<file path="src/rtl/board_io_conditioner_pkg.sv">
// board_io_conditioner_pkg
//   Shared types and helpers for the board I/O conditioner.
//   - reset_state_t : reset sequencer states (ACTIVE, HOLD, RUN)
//   - cnt_width()   : bit width of a counter that must hold 0..n-1
package board_io_conditioner_pkg;

    typedef enum logic [1:0] {
        ACTIVE = 2'd0,
        HOLD   = 2'd1,
        RUN    = 2'd2
    } reset_state_t;

    // A counter for n states needs at least one bit even when n is 1.
    function automatic int cnt_width(input int n);
        return (n > 1) ? $clog2(n) : 1;
    endfunction

endpackage

</file>
<file path="src/rtl/board_io_conditioner_input_debouncer.sv">
// input_debouncer
//   Synchroniser chain followed by a hold-time debouncer for one raw,
//   asynchronous input, with optional accepted-edge pulses.
//   Optional feature macro: BOARD_IO_CONDITIONER_EDGE_EN (builds rise/fall
//   registers; otherwise rise/fall are tied to 0).
// Ports:
//   clock  in  : sampling clock, rising edge
//   reset  in  : asynchronous active-low reset
//   raw    in  : raw pin, asynchronous to clock
//   level  out : debounced level
//   rise   out : one-cycle pulse when an accepted 0->1 lands on level
//   fall   out : one-cycle pulse when an accepted 1->0 lands on level
module input_debouncer
    import board_io_conditioner_pkg::*;
#(
    parameter int SYNC_STAGES     = 2,
    parameter int DEBOUNCE_CYCLES = 1000000
) (
    input  logic clock,
    input  logic reset,
    input  logic raw,
    output logic level,
    output logic rise,
    output logic fall
);

    localparam int               CNT_W    = cnt_width(DEBOUNCE_CYCLES);
    localparam logic [CNT_W-1:0] CNT_LAST = CNT_W'(DEBOUNCE_CYCLES - 1);

    logic [SYNC_STAGES-1:0] sync_q;
    logic [CNT_W-1:0]       db_cnt;
    logic                   stable;
    logic                   sync_val;
    logic                   differs;
    logic                   accept;

    assign sync_val = sync_q[SYNC_STAGES-1];
    assign differs  = (sync_val != stable);
    // The new value has now been seen for DEBOUNCE_CYCLES consecutive cycles.
    assign accept   = differs && (db_cnt == CNT_LAST);

    always_ff @(posedge clock or negedge reset) begin
        if (!reset) begin
            sync_q <= '0;
            db_cnt <= '0;
            stable <= 1'b0;
        end else begin
            sync_q <= {sync_q[SYNC_STAGES-2:0], raw};
            // Any sample matching the stable value restarts the count, so a
            // glitch shorter than the hold time never gets through.
            if (!differs || accept) begin
                db_cnt <= '0;
            end else begin
                db_cnt <= db_cnt + CNT_W'(1);
            end
            if (accept) begin
                stable <= sync_val;
            end
        end
    end

    assign level = stable;

`ifdef BOARD_IO_CONDITIONER_EDGE_EN
    logic rise_q;
    logic fall_q;

    // Registered off the same accept as stable, so the pulse lines up with
    // the level change.
    always_ff @(posedge clock or negedge reset) begin
        if (!reset) begin
            rise_q <= 1'b0;
            fall_q <= 1'b0;
        end else begin
            rise_q <= accept && sync_val;
            fall_q <= accept && !sync_val;
        end
    end

    assign rise = rise_q;
    assign fall = fall_q;
`else
    assign rise = 1'b0;
    assign fall = 1'b0;
`endif

endmodule

</file>
<file path="src/rtl/board_io_conditioner.sv">
// board_io_conditioner
//   Board-pin conditioning in front of the core: divided core clock with a
//   matching tick, debounced and synchronously released core reset, and
//   CHANNELS debounced button/switch inputs with optional edge pulses.
//   Optional feature macro: BOARD_IO_CONDITIONER_EDGE_EN (button_rise and
//   button_fall are generated; otherwise they are tied to 0).
// Ports:
//   clock         in  : board oscillator, rising edge
//   reset         in  : asynchronous active-low board reset
//   reset_request in  : raw reset button, active-high, asynchronous
//   button_raw    in  : raw button/switch pins [CHANNELS]
//   clock_div     out : clock / CLOCK_DIVIDER, 50% duty
//   tick          out : pulse in the last clock cycle of each clock_div period
//   reset_out     out : active-high core reset
//   button        out : debounced levels [CHANNELS]
//   button_rise   out : accepted 0->1 pulses [CHANNELS]
//   button_fall   out : accepted 1->0 pulses [CHANNELS]
// The reset sequencer state is the internal signal `state` (reset_state_t).
module board_io_conditioner
    import board_io_conditioner_pkg::*;
#(
    parameter int CLOCK_DIVIDER   = 2,
    parameter int CHANNELS        = 4,
    parameter int SYNC_STAGES     = 2,
    parameter int DEBOUNCE_CYCLES = 1000000,
    parameter int RESET_HOLD      = 64
) (
    input  logic                clock,
    input  logic                reset,
    input  logic                reset_request,
    input  logic [CHANNELS-1:0] button_raw,
    output logic                clock_div,
    output logic                tick,
    output logic                reset_out,
    output logic [CHANNELS-1:0] button,
    output logic [CHANNELS-1:0] button_rise,
    output logic [CHANNELS-1:0] button_fall
);

    localparam int                DIV_W     = cnt_width(CLOCK_DIVIDER);
    localparam logic [DIV_W-1:0]  DIV_LAST  = DIV_W'(CLOCK_DIVIDER - 1);
    localparam logic [DIV_W-1:0]  DIV_HALF  = DIV_W'(CLOCK_DIVIDER / 2);
    localparam int                HOLD_W    = cnt_width(RESET_HOLD);
    localparam logic [HOLD_W-1:0] HOLD_LAST = HOLD_W'(RESET_HOLD - 1);

    // ---------------- clock divider ----------------
    logic [DIV_W-1:0] div_cnt;
    logic [DIV_W-1:0] div_next;

    assign div_next = (div_cnt == DIV_LAST) ? '0 : div_cnt + DIV_W'(1);

    // Outputs are registered from the next count so they align with div_cnt:
    // clock_div is high for the upper half of the count, tick on the last.
    always_ff @(posedge clock or negedge reset) begin
        if (!reset) begin
            div_cnt   <= '0;
            clock_div <= 1'b0;
            tick      <= 1'b0;
        end else begin
            div_cnt   <= div_next;
            clock_div <= (div_next >= DIV_HALF);
            tick      <= (div_next == DIV_LAST);
        end
    end

    // ---------------- input debouncers ----------------
    for (genvar ch = 0; ch < CHANNELS; ch++) begin : g_button
        input_debouncer #(
            .SYNC_STAGES     (SYNC_STAGES),
            .DEBOUNCE_CYCLES (DEBOUNCE_CYCLES)
        ) u_debouncer (
            .clock (clock),
            .reset (reset),
            .raw   (button_raw[ch]),
            .level (button[ch]),
            .rise  (button_rise[ch]),
            .fall  (button_fall[ch])
        );
    end

    logic       request_db;
    logic [1:0] request_edge_unused;

    input_debouncer #(
        .SYNC_STAGES     (SYNC_STAGES),
        .DEBOUNCE_CYCLES (DEBOUNCE_CYCLES)
    ) u_request_debouncer (
        .clock (clock),
        .reset (reset),
        .raw   (reset_request),
        .level (request_db),
        .rise  (request_edge_unused[0]),
        .fall  (request_edge_unused[1])
    );

    // ---------------- reset sequencer ----------------
    reset_state_t      state;
    reset_state_t      state_next;
    logic [HOLD_W-1:0] hold_cnt;
    logic [HOLD_W-1:0] hold_next;

    // reset_out is registered from the next state, so it falls on the same
    // edge the sequencer enters RUN and is always released synchronously.
    always_ff @(posedge clock or negedge reset) begin
        if (!reset) begin
            state     <= ACTIVE;
            hold_cnt  <= '0;
            reset_out <= 1'b1;
        end else begin
            state     <= state_next;
            hold_cnt  <= hold_next;
            reset_out <= (state_next != RUN);
        end
    end

    always_comb begin
        state_next = state;
        hold_next  = hold_cnt;
        case (state)
            ACTIVE: begin
                if (!request_db) begin
                    state_next = HOLD;
                    hold_next  = '0;
                end
            end
            HOLD: begin
                // A new request beats the terminal count.
                if (request_db) begin
                    state_next = ACTIVE;
                end else if (hold_cnt == HOLD_LAST) begin
                    state_next = RUN;
                    hold_next  = '0;
                end else begin
                    hold_next = hold_cnt + HOLD_W'(1);
                end
            end
            RUN: begin
                if (request_db) begin
                    state_next = ACTIVE;
                end
            end
            default: begin
                state_next = ACTIVE;
                hold_next  = '0;
            end
        endcase
    end

endmodule
</file>
<file path="config.mk">
export PLATFORM = sky130hd
export DESIGN_NAME = board_io_conditioner
export DESIGN_NICKNAME = d
export VERILOG_FILES = /design/src/rtl/board_io_conditioner_pkg.sv /design/src/rtl/board_io_conditioner_input_debouncer.sv /design/src/rtl/board_io_conditioner.sv
export SDC_FILE = /design/constraint.sdc
export NUM_CORES = 1
export LEC_CHECK = 0
export ABC_AREA = 0
export CAP_MARGIN = 20
export CORE_MARGIN = 2
export CORE_UTILIZATION = 30
export DETAILED_ROUTE_END_ITERATION = 7
export SLEW_MARGIN = 10
export SYNTH_ARGS = -nofsm -noshare
export SYNTH_HDL_FRONTEND = slang
export SYNTH_SLANG_ARGS = --single-unit
export TNS_END_PERCENT = 100
</file>
<file path="constraint.sdc">
create_clock -name clock -period 5.67 [get_ports clock]
set_input_delay 0.8505 -clock clock [delete_from_list [all_inputs] [get_ports clock]]
set_output_delay 0.8505 -clock clock [all_outputs]
set_load 0.03 [all_outputs]
</file>
# [After elaboration in Yosys (flattened, before gate mapping)]
# Index checks and enable logic that the tools add are counted.
[classes] addsub=7 mul=0 div_mod_pow=0 order_cmp=1 n_eq_ne=16 n_shift=0 n_mux=15 bitwise=1 n_reduce_logical=17
[ops] operator="$add A20 B1 Y20 const B" count=5
[ops] operator="$eq A20 B20 Y1 const B" count=5
[ops] operator="$mux W20" count=5
[ops] operator="$mux W6" count=3
[ops] operator="$pmux W6 S3" count=1
[ops] operator="$mux W2" count=4
[ops] operator="$add A6 B1 Y6 const B" count=1
[ops] operator="$eq A6 B6 Y1 const B" count=1
[ops] operator="$ne A2 B2 Y1 const B" count=3
[ops] operator="$pmux W2 S3" count=1
[ops] operator="$logic_and A1 B1 Y1" count=5
[ops] operator="$logic_not A1 Y1" count=5
[ops] operator="$logic_or A1 B1 Y1" count=5
[ops] operator="$ne A1 B1 Y1" count=5
[ops] operator="$reduce_and A3 Y1" count=1
[ops] operator="$eq A2 B1 Y1 const B" count=1
[ops] operator="$eq A2 B2 Y1 const B" count=1
[ops] operator="$logic_not A2 Y1" count=1
[ops] operator="$add A1 B1 Y1 const B" count=1
[ops] operator="$ge A1 B1 Y1 const B" count=1
[ops] operator="$mux W1" count=1
[ops] operator="$not A1 Y1" count=1
[totals] register_bits=126 latchBits=0 ramBits=0 romBits=0 wordCells=77 n_memories=0

# [Logic depth before layout (Yosys ltp)]
# Gate-level depths: netlist (run 1).
[depth] ltp_word=5 mapped_depth=6

# [Modules after synthesis]
# Synthesis (run 1) repeated with hierarchy kept, for this count alone.
[unflattened] cells_unflattened=622 hier_area_um2=6117.1
[by_module_without_submodules] mod="input_debouncer" instances=5 cells_each=114 area_each_um2=1121.1 seq_area_each_um2=575.6
[by_module_without_submodules] mod="board_io_conditioner" instances=1 cells_each=52 area_each_um2=511.7 seq_area_each_um2=251.5

# [Worst setup path after synthesis (run 1)]
# No wires, ideal clock.
[synth_path] kind="reg-to-reg" startpoint="reg g_button[2].u_debouncer.db_cnt[7]" endpoint="reg g_button[2].u_debouncer.db_cnt[17]" setup_ns=0.078 arrival_ns=1.773 required_time_ns=5.592 setup_slack_ns=3.819 path_stages_with_launch=6 period_less_slack_ns=1.851 cell_sequence="dfrtp_1 -> nand3_4 -> or4_1 -> buf_2 -> or4_1 -> a21oi_1"
[synth_between] elab_chain_len=4 elab_cells_between_ends=5 cone_classes="add/sub (1); eq/ne (1); mux (1); reduce/logical (2)"
[synth_rtl] element="from (decl)" line="board_io_conditioner_input_debouncer.sv:31" text="logic [CNT_W-1:0] db_cnt;"
[synth_rtl] element="from (signal assigned)" line="board_io_conditioner_input_debouncer.sv:54" text="db_cnt <= db_cnt + CNT_W'(1);"
[synth_rtl] element="branches (longest 3 deep; another with $add A20 B1 Y20)"
[synth_rtl] element="$mux W20 *" line="board_io_conditioner_input_debouncer.sv:51" text="if (!differs || accept) begin"
# Mark *: on every way between the ends.
# A chain may end at the register's enable or synchronous reset.

# [Worst setup path in the final report (run 1)]
[layout_path] startpoint="reg reset_out" endpoint="out reset_out"
[layout_rtl] element="from (decl)" line="board_io_conditioner.sv:34" text="output logic reset_out,"
[layout_rtl] element="from (signal assigned)" line="board_io_conditioner.sv:112" text="reset_out <= (state_next != RUN);"
# No word-level cell between the ends.

==> flow_metrics.py, run 1 <==
metrics = {
    "floorplan": {
        "rows": 52,
        "die_w_um": 147,
        "ios": 22,
        "die_h_um": 147,
        "fp.coreArea_mm2": 0.0201,
        "initial_core_util_pct": 30.4,
        "die-area_mm2": 0.0215,
    },
    "synthesis": {
        "synth_edf_count": 0,
        "synth_mux_area_share_pct": 1.11,
        "synth_cell_type_count": 46,
        "synth_simple_gate_area_share_pct": 24.9,
        "ys_top_cells_by_area": "dfrtp_1 51%, xnor2_1 6.0%, nor2_1 5.5%",
        "synth_common_cells": "124 x dfrtp_1, 89 x nor2_1, 43 x nand3_1",
        "ys.flop_type": "dfrtp_1",
        "synth-xor-area-share_pct": 9.90,
        "synth_seq_cells": 125,
        "yosys.area_share.adder_pct": 1.23,
        "yosysWarningCount": 0,
        "synthCells": 620,
        "syn-cell-area_mm2": 0.00611,
        "synth_top_family_by_area": "simple AND/OR/NAND/NOR gates",
        "syn_area_per_cell_um2": 9.85,
        "synth_top_area_cell": "dfrtp_1",
        "synth.most_common_cell": "dfrtp_1",
        "synth_compound_area_share_pct": 7.50,
        "async_reset_ff_share_pct": 100,
        "ys_seq_area_share_pct": 51.2,
        "synth_top_area_share_pct": 50.8,
    },
    "power": {
        "sequentialPowerShare_pct": 43.6,
        "pwr-share-comb_pct": 2.9,
        "ir_drop_mv": 0.197,
        "p_int_w": 0.00164,
        "p_per_area_mw_per_mm2": 295,
        "leakage_nw": 2.79,
        "clkPwrFrac_pct": 53.5,
        "p_switching_w": 0.000463,
        "switching_share_pct": 22.0,
    },
    "timing": {
        "hold_viol_final": 0,
        "layout_min_cycle_time_ns": 2.43,
        "slew_headroom_pct": 48.0,
        "skew_ns": 0.00427,
        "finalSetupViolCount": 0,
        "hold_slack_ns": 0.349,
        "drv_slew": 0,
        "rsz0062_at_grt": "false",
        "tightest_slew_ns": 0.781,
        "fin_tns_setup_ns": 0,
        "post-route-period-util_pct": 42.8,
        "fmax_ghz": 0.412,
    },
    "detailed_routing": {
        "drc": 0,
        "drtIter0Drc": 282,
        "ant_nets": 0,
        "num_vias": 4439,
        "avgRoutedWirePerCell_um": 12.5,
        "wl_mm": 11.5,
        "first_pass_iters": 4,
        "vias_per_cell": 4.85,
    },
    "clock_network": {
        "clk_latency_ns": 0.42,
        "clock_path_buffers": 2,
        "cts_buffers": 17,
        "htree_levels": 4,
        "holdBufCountCts": 0,
        "path_clk_slew_ns": 0.06,
        "cts_tree": "done",
        "cts_resized": 0,
        "cts_sinks": 125,
        "postCtsSetupBuffers": 0,
        "cts_root_buf": "clkbuf_16",
    },
    "finish": {
        "n_fill_cell": 1986,
        "layout-drive-gt1-share_pct": 9.15,
        "nNetsFinal": 645,
        "antenna_cells": 0,
        "area_growth_pct": 16.6,
    },
    "critical_path": {
        "cp_data_arrival_time_ns": 1.58,
        "cp_top_family": "buffers and inverters",
        "worstPathCellList": "clkdlybuf4s50_1",
        "cp-start-kind": "flop",
        "timing_worst_setup_path_type": "reg -> out",
        "cp.required_ns": 4.82,
        "slowest_stage": "clkdlybuf4s50_1",
        "crit_buf_inv": 1,
        "end_kind": "primary output",
        "worstPathMaxFanout": 1,
        "cp_slowest_stage_delay_ns": 0.65,
    },
    "job": {
        "maxCapViolCount": 0,
    },
    "global_routing": {
        "overflow": 0,
        "grt_usage_pct": 11.4,
        "grt_pass1_wl_mm": 20.2,
        "grt_pass1_vias": 4211,
        "grt_use_met3_pct": 3.47,
        "grt_max_degree": 64,
        "met2_usage_pct": 17.2,
        "antenna_found_initial": 0,
        "grtUsageMet1_pct": 15.5,
        "busiest_layer": "met2",
    },
    "min_path": {
        "hold_class": "reg -> reg",
    },
    "place": {
        "io_buffers": 13,
        "routabilityCongestion": 0.769,
        "dp_hpwl_mm": 7.58,
    },
    "run_status": {
        "run_status": "finished, final reports clean",
    },
}
[registers in the layout, indices dropped and copies added, names as in the netlist]
name,count
clock_div,1
g_button.u_debouncer.db_cnt,80
g_button.u_debouncer.level,4
g_button.u_debouncer.sync_q,8
hold_cnt,6
reset_out,1
state,2
u_request_debouncer.db_cnt,20
u_request_debouncer.level,1
u_request_debouncer.sync_q,2
[power groups by stage]
stage | registers (W) | clock network (W) | logic, W
3_5_place_dp | 0.000932 | 0 | 0.0000642
3_3_place_gp | 0.000932 | 0 | 0.0000639
5_1_grt | 0.000918 | 0.00120 | 0.0000722
4_1_cts | 0.000916 | 0.00115 | 0.0000647
6_report | 0.000916 | 0.00112 | 0.0000620
2_1_floorplan | 0.000929 | 0 | 0.0000367
[final cells by class]
class                      count  area (µm²)  share of cell area, %
inverter                      20        75.1                   1.05
multi-input combinational    449        2780                   39.1
clock buffer                  20         457                   6.41
clock inverter                12         163                   2.28
timing repair buffer          19         176                   2.48
sequential                   125        3130                   43.9
tap                          270         338                   4.74
[placed cells by master (no fill, tap or decap), types with 3 or more instances in the layout]
cell type,n
a21oi_1,28
and3_1,11
and4_1,3
buf_4,6
bufinv_16,3
clkbuf_16,17
clkdlybuf4s50_1,12
clkinv_4,5
conb_1,8
dfrtp_1,124
ha_1,6
inv_1,20
mux2_2,5
nand2_1,31
nand3_1,43
nand4_1,20
nor2_1,89
nor2b_1,3
nor3_1,18
nor4_1,21
nor4b_1,3
o21ai_0,15
o31ai_1,13
o31ai_2,4
o41ai_1,3
or3_1,9
or4_1,15
or4b_1,5
xnor2_1,42
xor2_1,27
[cell families after synthesis]
family / Yosys count
compound gates: 74
xor+xnor: 69
fa+ha+maj: 6
buf+inv: 53
flops: 125
mux: 6
other cells: 1
simple gates: 286
[per-layer routing]
layer  routed length [µm]  part of all wire [%]
met5                    0                     0
met4                  168                   1.5
met3                  305                   2.7
met2                 5240                    46
met1                 5760                    50
[stage by stage]
step | area [µm²] | utilization, % | std cells | setup slack [ns] | total power [W]
finish | 7120 | 35.4 | 915 | 3.24 | 0.00210
global route | 7120 | 35.4 | 915 | 3.19 | 0.00219
CTS | 7120 | 35.4 | 915 | 3.20 | 0.00214
detailed placement | 6500 | 32.3 | 883 | 3.44 | 0.000996
global placement | 6500 | 32.3 | 883 | 3.49 | 0.000996
floorplan | 6130 | - | 627 | 3.82 | 0.000966
[worst paths after layout]
path,slack (ns),end,cells past startpoint,start
min,0.35,u_request_debouncer.sync_q[1],0,u_request_debouncer.sync_q[0]
min in group asynchronous,0.41,hold_cnt[3],1,reset
max,3.24,reset_out,1,reset_out
max in group asynchronous,4.06,g_button[1].u_debouncer.db_cnt[13],2,reset
max reg2reg,3.43,g_button[1].u_debouncer.db_cnt[13],5,g_button[1].u_debouncer.db_cnt[17]
min reg2reg,0.35,u_request_debouncer.sync_q[1],0,u_request_debouncer.sync_q[0]
Power figures use the tool's default switching activity.
==> inputs of run 2 (changes only) <==
Clock period 5.67 ns to 2.1 ns, I/O delays scaled along.
==> flow_metrics.py, run 2 (synthesized netlist as in run 1, its figures left out) <==
metrics = {
    "detailed_routing": {
        "ant_nets": 0,
        "first_pass_iters": 4,
        "avgRoutedWirePerCell_um": 12.4,
        "wl_mm": 11.5,
        "drc": 0,
        "num_vias": 4471,
        "vias_per_cell": 4.79,
        "drtIter0Drc": 228,
    },
    "finish": {
        "top_register": "g_button.u_debouncer.db_cnt",
        "layout-drive-gt1-share_pct": 11.8,
        "largest_reg_flops": 80,
        "area_growth_pct": 19.9,
        "final_cell_mix": "124 x dfrtp_1, 89 x nor2_1, 43 x nand3_1",
        "antenna_cells": 0,
        "top_regs": "g_button.u_debouncer.db_cnt (80), u_request_debouncer.db_cnt (20), g_button.u_debouncer.sync_q (8)",
        "mostFrequentLayoutCell": "dfrtp_1",
        "nNetsFinal": 663,
        "final_cell_area_mm2": 0.00732,
        "final_core_util_pct": 36.4,
    },
    "place": {
        "dp_hpwl_mm": 7.87,
        "dpl-instance-area_mm2": 0.00664,
        "routabilityCongestion": 0.798,
        "io_buffers": 13,
    },
    "clock_network": {
        "path_clk_slew_ns": 0.06,
        "clk_latency_ns": 0.42,
        "htree_levels": 4,
        "cts_sinks": 125,
        "cts_tree": "done",
        "cts_buffers": 17,
        "clock_path_buffers": 2,
        "cts_root_buf": "clkbuf_16",
    },
    "power": {
        "ir_drop_mv": 0.440,
        "p_switching_w": 0.00127,
        "sequentialPowerShare_pct": 41.6,
        "clkPwrFrac_pct": 55.3,
        "pwr-share-comb_pct": 3.1,
        "switching_share_pct": 21.3,
        "leakage_nw": 2.90,
        "p_int_w": 0.00467,
        "p_per_area_mw_per_mm2": 811,
    },
    "critical_path": {
        "reg2reg_to": "g_button[2].u_debouncer.db_cnt[17]",
        "timing_worst_setup_path_type": "reg -> reg",
        "setup.worst_path.start": "g_button[2].u_debouncer.db_cnt[8]",
        "reg2reg_slack_ns": 0.19,
        "end_kind": "flop",
        "cp_slowest_stage_delay_ns": 0.59,
        "worstRegToRegCells": 4,
        "cp-start-kind": "flop",
        "rr_startpoint": "g_button[2].u_debouncer.db_cnt[8]",
        "worstPathMaxFanout": 8,
        "cp.required_ns": 2.45,
        "worstPathCellList": "nand3_4, or4_4, or4_1, a21oi_1",
        "cp_data_arrival_time_ns": 2.26,
        "slowest_stage": "or4_4",
        "endpoint": "g_button[2].u_debouncer.db_cnt[17]",
    },
    "timing": {
        "layout_min_cycle_time_ns": 1.91,
        "fin_tns_setup_ns": 0,
        "hold_slack_ns": 0.346,
        "hold_viol_final": 0,
        "rsz0062_at_grt": "false",
        "skew_ns": 0.00583,
        "finalSetupViolCount": 0,
        "fmax_ghz": 0.524,
        "drv_slew": 0,
        "tightest_slew_ns": 0.507,
        "slew_headroom_pct": 66.1,
        "post-route-period-util_pct": 90.9,
    },
    "floorplan": {
        "ios": 22,
        "initial_core_util_pct": 30.4,
        "rows": 52,
        "die_w_um": 147,
        "fp.coreArea_mm2": 0.0201,
        "die-area_mm2": 0.0215,
        "die_h_um": 147,
    },
    "global_routing": {
        "busiest_layer": "met2",
        "grt_use_met3_pct": 2.91,
        "met2_usage_pct": 17.6,
        "antenna_found_initial": 0,
        "overflow": 0,
        "grt_max_degree": 52,
        "grtUsageMet1_pct": 15.7,
        "grt_pass1_wl_mm": 20.5,
        "grt_pass1_vias": 4246,
        "grt_usage_pct": 11.6,
    },
    "job": {
        "maxCapViolCount": 0,
    },
    "run_status": {
        "run_status": "finished, final reports clean",
    },
    "min_path": {
        "hold_class": "reg -> reg",
    },
}
run 2: changes by cell type in the layout (fill, tap and decap cells not counted), sizes merged:
cell	before	now
clkbuf	20	19
dlygate4sd3	0	1
bufinv	3	5
clkinv	6	4
clkinvlp	2	3
buf	7	24
run 2: through the flow:
step,power (W),std cells,setup slack (ns)
global placement,0.00270,900,0.180
detailed placement,0.00270,900,0.118
CTS,0.00602,933,0.111
floorplan,0.00261,627,0.249
global route,0.00616,933,0.0947
finish,0.00594,933,0.191
run 2: power by group through the flow:
stage	sequential (W)	clock, W	combinational (W)
2_1_floorplan	0.00251	0	0.0000990
3_3_place_gp	0.00252	0	0.000186
3_5_place_dp	0.00252	0	0.000187
4_1_cts	0.00247	0.00335	0.000189
5_1_grt	0.00248	0.00347	0.000212
6_report	0.00247	0.00329	0.000182
run 2: worst min-delay path by stage:
stage / endpoint / slack [ns] / cells past startpoint / start
CTS: g_button[2].u_debouncer.sync_q[0] / 0.34 / 1 / button_raw[2]
global placement: hold_cnt[3] / 0.30 / 1 / reset
global route: g_button[3].u_debouncer.sync_q[0] / 0.34 / 1 / button_raw[3]
detailed placement: hold_cnt[3] / 0.30 / 1 / reset
floorplan: clock_div / 0.02 / 0 / reset
finish: g_button[0].u_debouncer.sync_q[1] / 0.35 / 0 / g_button[0].u_debouncer.sync_q[0]
run 2: timing repair:
action                                 4_1_cts  5_1_grt
hold buffers                                 1        0
endpoints found under the hold margin       47        0
resized for setup                            0        1
setup endpoints to repair                    0        1
buffers inserted                             0        0
run 2: routing by layer:
metal / share of wire, % / wire length, µm / vias to the layer above
met5: 0 / 0 / -
met4: 2.0 / 231 / 0
met3: 2.4 / 277 / 17
met2: 45 / 5170 / 53
met1: 51 / 5870 / 2149
li1: - / - / 2252
run 2: worst max-delay path: cells and delay by family (launching register included):
family	cells	cell delay, ns
DFF	1	0.46
AOI/OAI and AO/OA	1	0.15
and+or+nand+nor	3	1.23
run 2: area by class of cell:
cell class	instances	area [µm²]
clock inverters	13	213
inverters	20	75.1
well taps	270	338
flip-flops and latches	125	3130
clock buffers	19	453
repair buffers	37	327
multi-input cells	449	2790
fillers	1991	12800
